===== src/rtl/ip_pkg.sv =====
// Shared definitions for the inner-product parameter path: write-FSM encodings,
// default widths and the position of the half-select bit in a buffer address.
package ip_pkg;

  localparam int unsigned IP_WL = 32;
  localparam int unsigned IP_AW = 9;

  typedef enum logic [1:0] {
    W_IDLE = 2'd0,
    W_REQ  = 2'd1,
    W_FILL = 2'd2
  } wstate_e;

  // The half select sits directly above the per-half word address.
  function automatic int unsigned half_sel_bit(input int unsigned aw);
    return aw;
  endfunction

endpackage


===== src/rtl/ip_param_fill_fsm.sv =====
// Write side of the parameter ping-pong: DDR segment request, arbiter handshake,
// per-half word counter and close detection.
module ip_param_fill_fsm
  import ip_pkg::*;
#(
  parameter int unsigned AW = IP_AW
) (
  input  logic          clk_i,
  input  logic          rstn_i,
  input  logic          ip_proc_i,
  input  logic          ddr_ready_i,
  input  logic [1:0]    full_i,
  input  logic          arb_gnt_i,
  input  logic          ddr_valid_i,
  input  logic          ddr_last_i,
  output logic          rd_ddr_en_o,
  output logic          arb_req_o,
  output logic          accept_o,
  output logic [AW-1:0] wcnt_o,
  output logic          close_o,
  output logic [AW:0]   close_len_o,
  output logic          wr_sel_o
);

  localparam logic [AW-1:0] WCNT_MAX = '1;

  wstate_e       state_q, state_d;
  logic [AW-1:0] wcnt_q, wcnt_d;
  logic          wr_sel_q, wr_sel_d;
  logic          rd_ddr_en_q, rd_ddr_en_d;
  logic          arb_req_q, arb_req_d;
  logic          arb_hold_q, arb_hold_d;

  always_comb begin
    state_d     = state_q;
    wcnt_d      = wcnt_q;
    wr_sel_d    = wr_sel_q;
    rd_ddr_en_d = 1'b0;
    arb_req_d   = arb_req_q;
    accept_o    = 1'b0;
    close_o     = 1'b0;
    unique case (state_q)
      W_IDLE: begin
        if (ip_proc_i && ddr_ready_i && !full_i[wr_sel_q]) begin
          state_d     = W_REQ;
          rd_ddr_en_d = 1'b1;
          arb_req_d   = 1'b1;
        end
      end
      W_REQ: begin
        if (arb_gnt_i) state_d = W_FILL;
      end
      W_FILL: begin
        if (ddr_valid_i) begin
          accept_o = 1'b1;
          if (wcnt_q == WCNT_MAX || ddr_last_i) begin
            close_o   = 1'b1;
            wcnt_d    = '0;
            wr_sel_d  = ~wr_sel_q;
            arb_req_d = 1'b0;
            state_d   = W_IDLE;
          end else begin
            wcnt_d = wcnt_q + AW'(1);
          end
        end
      end
      default: state_d = W_IDLE;
    endcase
    // Request stays visible for one extra cycle, alongside the closing write.
    arb_hold_d = close_o;
    if (!ip_proc_i) begin
      state_d     = W_IDLE;
      wcnt_d      = '0;
      wr_sel_d    = 1'b0;
      rd_ddr_en_d = 1'b0;
      arb_req_d   = 1'b0;
      arb_hold_d  = 1'b0;
    end
  end

  always_ff @(posedge clk_i or negedge rstn_i) begin
    if (!rstn_i) begin
      state_q     <= W_IDLE;
      wcnt_q      <= '0;
      wr_sel_q    <= 1'b0;
      rd_ddr_en_q <= 1'b0;
      arb_req_q   <= 1'b0;
      arb_hold_q  <= 1'b0;
    end else begin
      state_q     <= state_d;
      wcnt_q      <= wcnt_d;
      wr_sel_q    <= wr_sel_d;
      rd_ddr_en_q <= rd_ddr_en_d;
      arb_req_q   <= arb_req_d;
      arb_hold_q  <= arb_hold_d;
    end
  end

  assign rd_ddr_en_o = rd_ddr_en_q;
  assign arb_req_o   = (arb_req_q || arb_hold_q) && ip_proc_i;
  assign wcnt_o      = wcnt_q;
  assign close_len_o = {1'b0, wcnt_q} + {{AW{1'b0}}, 1'b1};
  assign wr_sel_o    = wr_sel_q;

endmodule


===== src/rtl/ip_param_pingpong.sv =====
// Ping-pong parameter buffer manager: fills two BRAM halves from DDR, tracks
// full flags and valid lengths, and generates drain read addresses.
module ip_param_pingpong
  import ip_pkg::*;
#(
  parameter int unsigned WL = IP_WL,
  parameter int unsigned AW = IP_AW
) (
  input  logic          clk_i,
  input  logic          rstn_i,
  input  logic          ip_proc_i,
  input  logic          ddr_ready_i,
  output logic          rd_ddr_en_o,
  output logic          arb_req_o,
  input  logic          arb_gnt_i,
  input  logic          ddr_valid_i,
  input  logic [WL-1:0] ddr_data_i,
  input  logic          ddr_last_i,
  output logic          buf_we_o,
  output logic [AW:0]   buf_waddr_o,
  output logic [WL-1:0] buf_wdata_o,
  input  logic          rd_en_i,
  output logic [AW:0]   buf_raddr_o,
  output logic [1:0]    param_buf_full_o,
  output logic          wr_buf_done_o,
  output logic          rd_buf_done_o
);

  localparam int unsigned  HSB   = half_sel_bit(AW);
  localparam logic [AW:0]  LEN_1 = {{AW{1'b0}}, 1'b1};

  logic          accept;
  logic [AW-1:0] wcnt;
  logic          close;
  logic [AW:0]   close_len;
  logic          wr_sel;

  logic          buf_we_q, buf_we_d;
  logic [AW:0]   buf_waddr_q, buf_waddr_d;
  logic [WL-1:0] buf_wdata_q, buf_wdata_d;
  logic [1:0]    full_q, full_d;
  logic [1:0][AW:0] len_q, len_d;
  logic          rd_sel_q, rd_sel_d;
  logic [AW-1:0] rcnt_q, rcnt_d;
  logic          wr_done_q, wr_done_d;
  logic          rd_done_q, rd_done_d;
  logic          rd_fire, rd_last;

  ip_param_fill_fsm #(
    .AW(AW)
  ) u_fill (
    .clk_i       (clk_i),
    .rstn_i      (rstn_i),
    .ip_proc_i   (ip_proc_i),
    .ddr_ready_i (ddr_ready_i),
    .full_i      (full_q),
    .arb_gnt_i   (arb_gnt_i),
    .ddr_valid_i (ddr_valid_i),
    .ddr_last_i  (ddr_last_i),
    .rd_ddr_en_o (rd_ddr_en_o),
    .arb_req_o   (arb_req_o),
    .accept_o    (accept),
    .wcnt_o      (wcnt),
    .close_o     (close),
    .close_len_o (close_len),
    .wr_sel_o    (wr_sel)
  );

  assign rd_fire = rd_en_i && full_q[rd_sel_q];
  assign rd_last = rd_fire && ({1'b0, rcnt_q} == len_q[rd_sel_q] - LEN_1);

  always_comb begin
    buf_we_d    = accept;
    buf_waddr_d = buf_waddr_q;
    buf_wdata_d = buf_wdata_q;
    full_d      = full_q;
    len_d       = len_q;
    rd_sel_d    = rd_sel_q;
    rcnt_d      = rcnt_q;
    wr_done_d   = close;
    rd_done_d   = rd_last;
    if (accept) begin
      buf_waddr_d          = '0;
      buf_waddr_d[HSB]     = wr_sel;
      buf_waddr_d[AW-1:0]  = wcnt;
      buf_wdata_d          = ddr_data_i;
    end
    if (close) begin
      full_d[wr_sel] = 1'b1;
      len_d[wr_sel]  = close_len;
    end
    // A half being written is never full, so set and clear never collide.
    if (rd_fire) begin
      if (rd_last) begin
        full_d[rd_sel_q] = 1'b0;
        rd_sel_d         = ~rd_sel_q;
        rcnt_d           = '0;
      end else begin
        rcnt_d = rcnt_q + AW'(1);
      end
    end
    if (!ip_proc_i) begin
      buf_we_d    = 1'b0;
      buf_waddr_d = '0;
      buf_wdata_d = '0;
      full_d      = '0;
      len_d       = '0;
      rd_sel_d    = 1'b0;
      rcnt_d      = '0;
      wr_done_d   = 1'b0;
      rd_done_d   = 1'b0;
    end
  end

  always_ff @(posedge clk_i or negedge rstn_i) begin
    if (!rstn_i) begin
      buf_we_q    <= 1'b0;
      buf_waddr_q <= '0;
      buf_wdata_q <= '0;
      full_q      <= '0;
      len_q       <= '0;
      rd_sel_q    <= 1'b0;
      rcnt_q      <= '0;
      wr_done_q   <= 1'b0;
      rd_done_q   <= 1'b0;
    end else begin
      buf_we_q    <= buf_we_d;
      buf_waddr_q <= buf_waddr_d;
      buf_wdata_q <= buf_wdata_d;
      full_q      <= full_d;
      len_q       <= len_d;
      rd_sel_q    <= rd_sel_d;
      rcnt_q      <= rcnt_d;
      wr_done_q   <= wr_done_d;
      rd_done_q   <= rd_done_d;
    end
  end

  assign buf_we_o         = buf_we_q;
  assign buf_waddr_o      = buf_waddr_q;
  assign buf_wdata_o      = buf_wdata_q;
  assign buf_raddr_o      = {rd_sel_q, rcnt_q};
  assign param_buf_full_o = full_q;
  assign wr_buf_done_o    = wr_done_q;
  assign rd_buf_done_o    = rd_done_q;

endmodule


===== config.mk =====
export PLATFORM = sky130hd
export DESIGN_NAME = ip_param_pingpong
export DESIGN_NICKNAME = d
export VERILOG_FILES = /design/src/rtl/ip_pkg.sv /design/src/rtl/ip_param_fill_fsm.sv /design/src/rtl/ip_param_pingpong.sv
export SDC_FILE = /design/constraint.sdc
export NUM_CORES = 1
export LEC_CHECK = 0
export ABC_CLOCK_PERIOD_IN_PS = 3200
export CAP_MARGIN = 5
export CORE_ASPECT_RATIO = 1.2
export CORE_MARGIN = 5
export CORE_UTILIZATION = 45
export CTS_BUF_LIST = sky130_fd_sc_hd__clkbuf_2
export DETAILED_ROUTE_END_ITERATION = 10
export GPL_TIMING_DRIVEN = 0
export PLACE_DENSITY_LB_ADDON = 0.15
export SLEW_MARGIN = 0
export SYNTH_ARGS = -nofsm -noshare
export SYNTH_HDL_FRONTEND = slang
export SYNTH_SLANG_ARGS = --single-unit

===== constraint.sdc =====
create_clock -name clk_i -period 3.2 [get_ports clk_i]
set_clock_uncertainty 0.1 [all_clocks]
set_input_delay 0.8 -clock clk_i [delete_from_list [all_inputs] [get_ports clk_i]]
set_output_delay 0.8 -clock clk_i [all_outputs]
set_load 0.01 [all_outputs]

==> metrics.md, run 1 <==
| Metric | Value |
|---|---|
| Status | `completed` |
| GRT Total Usage | `0.1822` |
| Post-Route Setup TNS | `0 ns` |
| Final count of negative-setup-slack endpoints | `0` |
| Wire per inst | `16.16 um` |
| Hold buffer count at cts | `0` |
| Mapped Avg Cell Area | `11.01 um^2` |
| Non-Filler Instances | `about 610` |
| Max-Cap Viols | `0` |
| Slowest CP cell | `or4_1` |
| First-pass GRT wire length | `16470 um` |
| Final GP Congestion | `0.8646` |
| Final wirelength | `9908 um` |
| Port Buffers | `97` |
| Post-synthesis register bit count | `91` |
| Die span in y | `115.2 um` |
| # diodes | `0` |
| CTS sink cnt | `91` |
| Num CTS Buffers | `9` |
| # H-tree levels | `3` |
| Seq/Total Area, Yosys | `0.5485` |
| Kind of critical path | `reg -> reg` |
| CTS tree | `done` |
| Startpoint Class | `register` |
| ANT nets after route | `0` |
| Routed vias/inst | `5.326` |
| Die Area | `11250 um^2` |
| DR iter-0 viols | `136` |
| Layout area overhead | `30.68%` |
| Actual slew at the worst max-slew pin | `0.6436 ns` |
| Synth Cell Area | `4151 um^2` |
| Pins over their slew limit | `0` |
| Clk Latency, worst-skew pair | `0.54 ns` |
| Final hold vios | `0` |
| Commonest cells in the synthesized netlist | `dfrtp_1, a22o_1, nand2_1, o21ai_0, nor2_1` |
| Placed insts | `595` |
| DR DRC count | `0` |
| Worst path cell trace | `buf_6 -> buf_4 -> mux2i_2 -> ha_2 -> o21ai_1 -> or4_1 -> nand3_1 -> a2111oi_4 -> buf_6 -> or3b_1 -> a21boi_1` |
| Total congestion overflow | `0` |
| Mapped Cells | `about 380` |
| Largest cells by area after synthesis | `dfrtp_1, a22o_1, o21ai_0` |
| Share of the synthesized area in the top cell type | `0.5485` |
| Longest Clk Path Bufs | `2` |
| CP arrival | `3.46 ns` |
| RSZ-0062 raised after global routing | `no` |
| Synth cell types | `43` |
| Max Clock Freq | `324.1 MHz` |
| CP Max Fanout | `10` |
| Largest net degree at the start of global routing | `57` |
| Top_reg_cell synth | `dfrtp_1` |
| Vias | `approximately 3.3k` |
| Initial antenna violation count | `0` |
| CP max stage delay | `around 0.53 ns` |
| Asr flop ratio synth | `1.000` |
| Clk pin slew, worst setup/hold paths | `0.22 ns` |
| Root buf cell | `clkbuf_2` |
| Final Util | `0.6006` |
| Power per cell area | `roughly 330 nW/um^2` |
| Hold slack | `approximately 0.085 ns` |
| Critical path required time | `about 3.6 ns` |
| Crit end category | `register` |
| Leak pwr | `2.422 nW` |
| Share of layout cells above drive strength 1 | `0.06897` |
| DRT Pass-1 Iters | `4` |
| Worst slew margin | `0.5676` |
| Period Utilization, post-route | `0.9641` |
| Vias in the first global route | `3431` |
| Design Power | `about 1.8 mW` |
| Peak VDD IR | `0.2126 mV` |
| Number of nets in the layout | `533` |
| Period minus WS final | `approximately 3 ns` |
| Ports | `99` |
| Post-synth top area cell | `dfrtp_1` |
| Post-synth EDFFs | `0` |
| Starting Density | `0.4596` |
| Core box area | `~9000 um^2` |
| DP Wirelength | `7376 um` |
| Yosys warning count | `0` |
| Most frequent cell after synthesis | `dfrtp_1` |
| Worst hold path class | `in -> async` |
| CP most frequent cell | `buf_6` |
| Syn Nets | `421` |
| Core Rows | `38` |
| Chip width | `97.68 um` |
[critical path: cells and delay by family, from the launching register on]
family,cells,cell delay [ns]
DFF,1,0.49
AOI/OAI and AO/OA,3,0.37
adders and majority gates,1,0.24
muxes,1,0.23
buffers and inverters,3,0.56
and+or+nand+nor,3,1.04
[cells in the final DEF (no fill, tap or decap), types with 4 or more instances in the layout]
cell type and instances:
dfrtp_1 90, and3_1 5, nand3_1 9, clkbuf_1 13, nand2_1 38, clkinv_1 4
a22o_1 45, nand2b_1 4, clkbuf_2 14, xor2_1 13, nor2_1 19, o21ai_0 28
nor3_1 7, mux2i_1 12, clkdlybuf4s50_1 96, o211a_1 6, a21oi_1 4, buf_4 5
xnor2_1 14, and2_1 10, nor2b_1 6
[logic make-up (layout without fill, tap and decap cells)]
family	after synthesis	in the layout	share of synthesized area
compound gates	99	99	0.1808
xor+xnor	27	27	0.05696
fa+ha+maj	4	4	0.01206
buf+inv	23	139	0.02290
flops	91	91	0.5485
mux	14	14	0.03406
simple gates	119	119	0.1447
[power by group]
part,total [mW],switching (mW),internal [mW],leakage (nW)
registers,1.17,0.0104,1.16,1.27
clock network,0.443,0.352,0.0916,0.0541
logic,0.159,0.0772,0.0820,1.10
[metal layers]
metal	vias to the layer above	wire (um)	track usage
li1	1575	-	-
met1	1578	4232	0.2176
met2	94	4905	0.3041
met3	18	553	0.05583
met4	0	216	0.08403
met5	-	0	0
[sequential cells by signal (all words and copies together) (netlist names), 2 cells and up]
signal and flops:
buf_wdata_o 32, len_q 20, buf_waddr_o 10, rcnt_q 9, u_fill.wcnt_o 9, param_buf_full_o 2, u_fill.state_q 2
[timing repair]
item | in CTS | in global routing
setup endpoints to repair | 18 | 27
setup buffers | 1 | 2
resized for setup | 6 | 12
pin swaps | 1 | 0
[per-stage QoR]
stage / cell area, um^2 / setup WS [ns]
finish: 5425 / 0.1147
CTS: 5385 / 0.001747
global placement: 5273 / -2.023
global route: 5425 / 0.003175
detailed placement: 5298 / -0.3642
floorplan: 4151 / 0.3273
[path summary, 6_finish.rpt]
| path | start | end | slack [ns] | cells after the start |
|---|---|---|---|---|
| min | rstn_i | len_q[9] | 0.08 | 1 |
| max reg2reg | rd_sel_q | rcnt_q[1] | 0.11 | 11 |
| max in group asynchronous | rstn_i | buf_waddr_o[4] | 2.28 | 2 |
| max | rd_sel_q | rcnt_q[1] | 0.11 | 11 |
| min reg2reg | len_q[19] | len_q[19] | 0.42 | 2 |
| min in group clk_i | len_q[19] | len_q[19] | 0.42 | 2 |
[cell type report]
class	instances	area, um^2
buffer	20	95.09
timing repair buffer	101	1022
tap	120	150.1
clock inverter	5	21.27
clock buffer	10	50.05
inverter	3	11.26
sequential	91	2278
fill	780	3608
multi-input combinational	263	1797
No activity file was read; power rests on OpenSTA's default activity.
==> inputs of run 2 (changes only) <==
CORE_ASPECT_RATIO = unset   (was 1.2)
CORE_MARGIN = 3   (was 5)
==> metrics.md, run 2 (same netlist as run 1, synthesis figures left out) <==
| Metric | Value |
|---|---|
| Period minus WS final | `3.074 ns (was 3.085 ns)` |
| Die span in y | `102.1 um (was 115.2 um)` |
| Leak pwr | `2.482 nW (was 2.422 nW)` |
| First-pass GRT wire length | `16530 um (was 16470 um)` |
| Worst hold path class | `in -> async (unchanged)` |
| Port Buffers | `97 (unchanged)` |
| Hold buffer count at cts | `0 (unchanged)` |
| Initial antenna violation count | `0 (unchanged)` |
| Share of layout cells above drive strength 1 | `0.07677 (was 0.06897)` |
| Commonest non-fill, non-tap cell in the layout | `clkdlybuf4s50_1 (unchanged)` |
| Layout area overhead | `33.36% (was 30.68%)` |
| Largest net degree at the start of global routing | `65 (was 57)` |
| Status | `completed (unchanged)` |
| Routed vias/inst | `5.502 (was 5.326)` |
| Post-Route Setup TNS | `0 ns (unchanged)` |
| Ports | `99 (unchanged)` |
| Critical path required time | `3.58 ns (was 3.57 ns)` |
| Final hold vios | `0 (unchanged)` |
| Core box area | `8848 um^2 (was 9034 um^2)` |
| Total congestion overflow | `0 (unchanged)` |
| DR iter-0 viols | `172 (was 136)` |
| Vias in the first global route | `3394 (was 3431)` |
| Actual slew at the worst max-slew pin | `0.7259 ns (was 0.6436 ns)` |
| Final GP Congestion | `0.8715 (was 0.8646)` |
| Peak VDD IR | `0.2182 mV (was 0.2126 mV)` |
| # H-tree levels | `3 (unchanged)` |
| Final count of negative-setup-slack endpoints | `0 (unchanged)` |
| Max FFs per register | `32 (unchanged)` |
| Fill cells | `749 (was 780)` |
| Period Utilization, post-route | `0.9606 (was 0.9641)` |
| Worst setup margin | `0.1259 ns (was 0.1147 ns)` |
| Chip width | `102.1 um (was 97.68 um)` |
| Core Rows | `34 (was 38)` |
| Longest Clk Path Bufs | `2 (unchanged)` |
| DRT Pass-1 Iters | `4 (unchanged)` |
| Clk pin slew, worst setup/hold paths | `0.24 ns (was 0.22 ns)` |
| Worst slew margin | `0.5123 (was 0.5676)` |
| Clk Latency, worst-skew pair | `0.54 ns (about the same)` |
| Kind of critical path | `reg -> reg (unchanged)` |
| Startpoint Class | `register (unchanged)` |
| CTS tree | `done (unchanged)` |
| DP Wirelength | `7079 um (was 7376 um)` |
| Power per cell area | `385.3 nW/um^2 (was 327.2 nW/um^2)` |
| GRT Total Usage | `0.2016 (was 0.1822)` |
| Max-Cap Viols | `0 (unchanged)` |
| # diodes | `0 (unchanged)` |
| ANT nets after route | `0 (unchanged)` |
| Starting Density | `0.4692 (was 0.4596)` |
| Die Area | `10410 um^2 (was 11250 um^2)` |
| CP Max Fanout | `10 (unchanged)` |
| Number of nets in the layout | `534 (was 533)` |
| Crit end category | `register (unchanged)` |
| Most frequent cells in the layout | `clkdlybuf4s50_1, dfrtp_1, a22o_1, nand2_1, o21ai_0 (unchanged)` |
| Vias | `3318 (was 3265)` |
| Root buf cell | `clkbuf_2 (unchanged)` |
| Num CTS Buffers | `9 (unchanged)` |
| CP arrival | `3.45 ns (was 3.46 ns)` |
| Final wirelength | `9926 um (was 9908 um)` |
| Wire per inst | `16.46 um (was 16.16 um)` |
| DR DRC count | `0 (unchanged)` |
| CTS sink cnt | `91 (unchanged)` |
| Pre-CTS WS | `-0.3639 ns (was -0.3642 ns)` |
| Pins over their slew limit | `0 (unchanged)` |
| Max Clock Freq | `325.3 MHz (was 324.1 MHz)` |
run 2: timing repair:
item | CTS | global route
endpoints found under the setup margin | 16 | 24
pin swaps | 1 | 1
hold endpoints to repair | 0 | 0
gates resized for setup | 5 | 11
setup buffers | 3 | 1
run 2: worst paths after layout:
| check | cells past startpoint | to | start | slack, ns |
|---|---|---|---|---|
| worst max register to register | 12 | rcnt_q[1] | rd_sel_q | 0.13 |
| worst min-delay path | 1 | len_q[5] | rstn_i | 0.04 |
| worst min register to register | 2 | buf_waddr_o[9] | buf_waddr_o[9] | 0.42 |
| max in group asynchronous | 2 | buf_waddr_o[6] | rstn_i | 2.30 |
| min in group clk_i | 2 | buf_waddr_o[9] | buf_waddr_o[9] | 0.42 |
| worst max-delay path | 12 | rcnt_q[1] | rd_sel_q | 0.13 |
run 2: per-layer routing:
layer  up-vias  share of wire  global-route usage
met4         0         0.0032             0.06963
li1       1584              -                   -
met5         -              0                   0
met1      1634           0.44              0.2714
met2        94           0.48              0.3108
met3         6          0.069             0.06280
run 2: layout make-up:
cell class              instances  area [um^2]  share of cell area
flip-flops and latches         91         2278              0.4115
multi-input cells             263         1794              0.3241
repair buffers                102         1039              0.1876
well taps                     108        135.1             0.02441
clock inverters                 5        125.1             0.02260
plain buffers                  20        98.84             0.01785
clock buffers                  11        55.05            0.009944
inverters                       3        11.26            0.002034
run 2: where the power goes:
| part | internal, mW | switching (mW) | total [mW] |
|---|---|---|---|
| logic | 0.0830 | 0.0784 | 0.161 |
| registers | 1.16 | 0.00988 | 1.17 |
| clock network | 0.420 | 0.379 | 0.799 |
| total | 1.67 | 0.467 | 2.13 |
run 2: through the flow:
| stage | std cells | hold WS (ns) | total power, mW | utilization | area (um^2) |
|---|---|---|---|---|---|
| floorplan | 377 | 0.3496 | 1.246 | - | 4151 |
| CTS | 602 | 0.01960 | 2.154 | 0.6220 | 5504 |
| detailed placement | 583 | 0.3683 | 1.354 | 0.5970 | 5283 |
| finish | 603 | 0.03764 | 2.133 | 0.6257 | 5537 |
| global placement | 582 | 0.3677 | 1.347 | 0.5942 | 5258 |
| global route | 603 | 0.01842 | 2.216 | 0.6257 | 5537 |
run 2: critical path, stage by stage, from the launching register on:
cell and delay (ns):
dfrtp_2 0.45, buf_6 0.18, buf_6 0.17, mux2i_1 0.20
ha_1 0.26, o21ai_2 0.13, or4_1 0.51, nand3_1 0.14
a2111oi_4 0.06, buf_4 0.18, buf_12 0.13, or3b_1 0.37
a21boi_1 0.15
==> inputs of run 3 (changes only) <==
CORE_MARGIN = 1.5   (was 3)
PLACE_DENSITY = 0.81   (was unset)
PLACE_DENSITY_LB_ADDON = unset   (was 0.15)
==> metrics.md, run 3 (same netlist as run 1, synthesis figures left out) <==
| Metric | Value |
|---|---|
| Max Clock Freq | `327.7 MHz (was 325.3 MHz)` |
| Number of nets in the layout | `533 (was 534)` |
| Wire per inst | `16.13 um (was 16.46 um)` |
| ANT nets after route | `0 (unchanged)` |
| Final count of negative-setup-slack endpoints | `0 (unchanged)` |
| Initial antenna violation count | `0 (unchanged)` |
| Actual slew at the worst max-slew pin | `0.7134 ns (was 0.7259 ns)` |
| CTS tree | `done (unchanged)` |
| R2r setup slk | `0.17 ns (was 0.13 ns)` |
| Ports | `99 (unchanged)` |
| Chip width | `99.05 um (was 102.1 um)` |
| Vias in the first global route | `3358 (was 3394)` |
| Commonest non-fill, non-tap cell in the layout | `clkdlybuf4s50_1 (unchanged)` |
| Core Rows | `34 (unchanged)` |
| Root buf cell | `clkbuf_2 (unchanged)` |
| Max FFs per register | `32 (unchanged)` |
| Worst setup margin | `0.1487 ns (was 0.1259 ns)` |
| Period Utilization, post-route | `0.9535 (was 0.9606)` |
| Largest net degree at the start of global routing | `75 (was 65)` |
| Final hold vios | `0 (unchanged)` |
| Placed insts | `583 (unchanged)` |
| Period minus WS final | `3.051 ns (was 3.074 ns)` |
| CP arrival | `2.15 ns (was 3.45 ns)` |
| # diodes | `0 (unchanged)` |
| Worst slew margin | `0.5208 (was 0.5123)` |
| Hold slack | `0.4219 ns (was 0.03764 ns)` |
| Area post-placement | `5283 um^2 (unchanged)` |
| Starting Density | `0.4692 (unchanged)` |
| Die Area | `9811 um^2 (was 10410 um^2)` |
| Pins over their slew limit | `0 (unchanged)` |
| Origin of the critical flop-to-flop path | `rd_sel_q (unchanged)` |
| # H-tree levels | `3 (unchanged)` |
| First-pass GRT wire length | `16210 um (was 16530 um)` |
| Max-Cap Viols | `0 (unchanged)` |
| Clk pin slew, worst setup/hold paths | `0.24 ns (about the same)` |
| Critical path required time | `2.30 ns (was 3.58 ns)` |
| Die span in y | `99.05 um (was 102.1 um)` |
| Longest Clk Path Bufs | `2 (unchanged)` |
| Layout area overhead | `31.10% (was 33.36%)` |
| Kind of critical path | `in -> out (was reg -> reg)` |
| Clk Latency, worst-skew pair | `0.57 ns (was 0.54 ns)` |
| Vias | `3320 (was 3318)` |
| Core box area | `8848 um^2 (unchanged)` |
| CP Max Fanout | `10 (unchanged)` |
| DRT Pass-1 Iters | `5 (was 4)` |
| DR iter-0 viols | `169 (was 172)` |
| Worst hold path class | `reg -> reg (was in -> async)` |
| DR DRC count | `0 (unchanged)` |
| Status | `completed (unchanged)` |
| Crit. Startpoint | `ip_proc_i (was rd_sel_q)` |
| RSZ-0062 raised after global routing | `no` |
| Share of layout cells above drive strength 1 | `0.06478 (was 0.07677)` |
| Pre-CTS WS | `-0.2794 ns (was -0.3639 ns)` |
| Num CTS Buffers | `9 (unchanged)` |
| Crit end category | `output port (was register)` |
| Startpoint Class | `input pin (was register)` |
| Non-Filler Instances | `602 (was 603)` |
| Fill cells | `732 (was 749)` |
| Total congestion overflow | `0 (unchanged)` |
| Hold path start | `len_q[19]` |
| CTS sink cnt | `91 (unchanged)` |
| Most frequent cells in the layout | `clkdlybuf4s50_1, dfrtp_1, a22o_1, nand2_1, o21ai_0 (unchanged)` |
| Leak pwr | `2.434 nW (was 2.482 nW)` |
| Design area | `5443 um^2 (was 5537 um^2)` |
| Final wirelength | `9711 um (was 9926 um)` |
| Peak VDD IR | `0.2384 mV (was 0.2182 mV)` |
| Post-Route Setup TNS | `0 ns (unchanged)` |
| Port Buffers | `97 (unchanged)` |
| Routed vias/inst | `5.515 (was 5.502)` |
| Power per cell area | `355.0 nW/um^2 (was 385.3 nW/um^2)` |
| Design Power | `1.932 mW (was 2.133 mW)` |
| GRT Total Usage | `0.2087 (was 0.2016)` |
| DP Wirelength | `7063 um (was 7079 um)` |
| Final Util | `0.6151 (was 0.6257)` |
| Final GP Congestion | `0.8244 (was 0.8715)` |
run 3: path summary, 6_finish.rpt:
check / endpoint / cells past startpoint
setup / recovery: arb_req_o / 4
hold reg to reg: len_q[19] / 2
max in group asynchronous: len_q[17] / 3
setup reg to reg: rcnt_q[1] / 10
hold / removal: len_q[19] / 2
min in group asynchronous: rcnt_q[0] / 2
run 3: cell type report:
type | count | area, um^2 | share of cell area
inverters | 3 | 11.26 | 0.002069
well taps | 108 | 135.1 | 0.02483
flip-flops and latches | 91 | 2278 | 0.4186
clock buffers | 9 | 45.04 | 0.008276
repair buffers | 102 | 1028 | 0.1890
clock inverters | 7 | 72.57 | 0.01333
plain buffers | 19 | 86.33 | 0.01586
multi-input cells | 263 | 1785 | 0.3280
run 3: worst max-delay path: stages:
cell and delay [ns]:
clkbuf_1 0.34, clkbuf_2 0.33, o21a_1 0.16, clkdlybuf4s50_1 0.52
run 3: what timing repair did:
action / 4_1_cts / 5_1_grt
setup endpoints to repair: 18 / 26
pin swaps: 1 / 0
hold buffers: 1 / 0
endpoints found under the hold margin: 17 / 0
buffers inserted: 2 / 1
resized for setup: 3 / 6
run 3: metal layers:
metal | global-route usage | part of all wire
met4 | 0.07367 | 0.015
met1 | 0.2631 | 0.45
met2 | 0.3459 | 0.48
met3 | 0.05957 | 0.063
met5 | 0 | 0
run 3: power breakdown:
part / internal, mW / switching (mW)
Sequential: 1.16 / 0.0105
Combinational: 0.0825 / 0.0772
Clock: 0.185 / 0.413
Total: 1.43 / 0.501
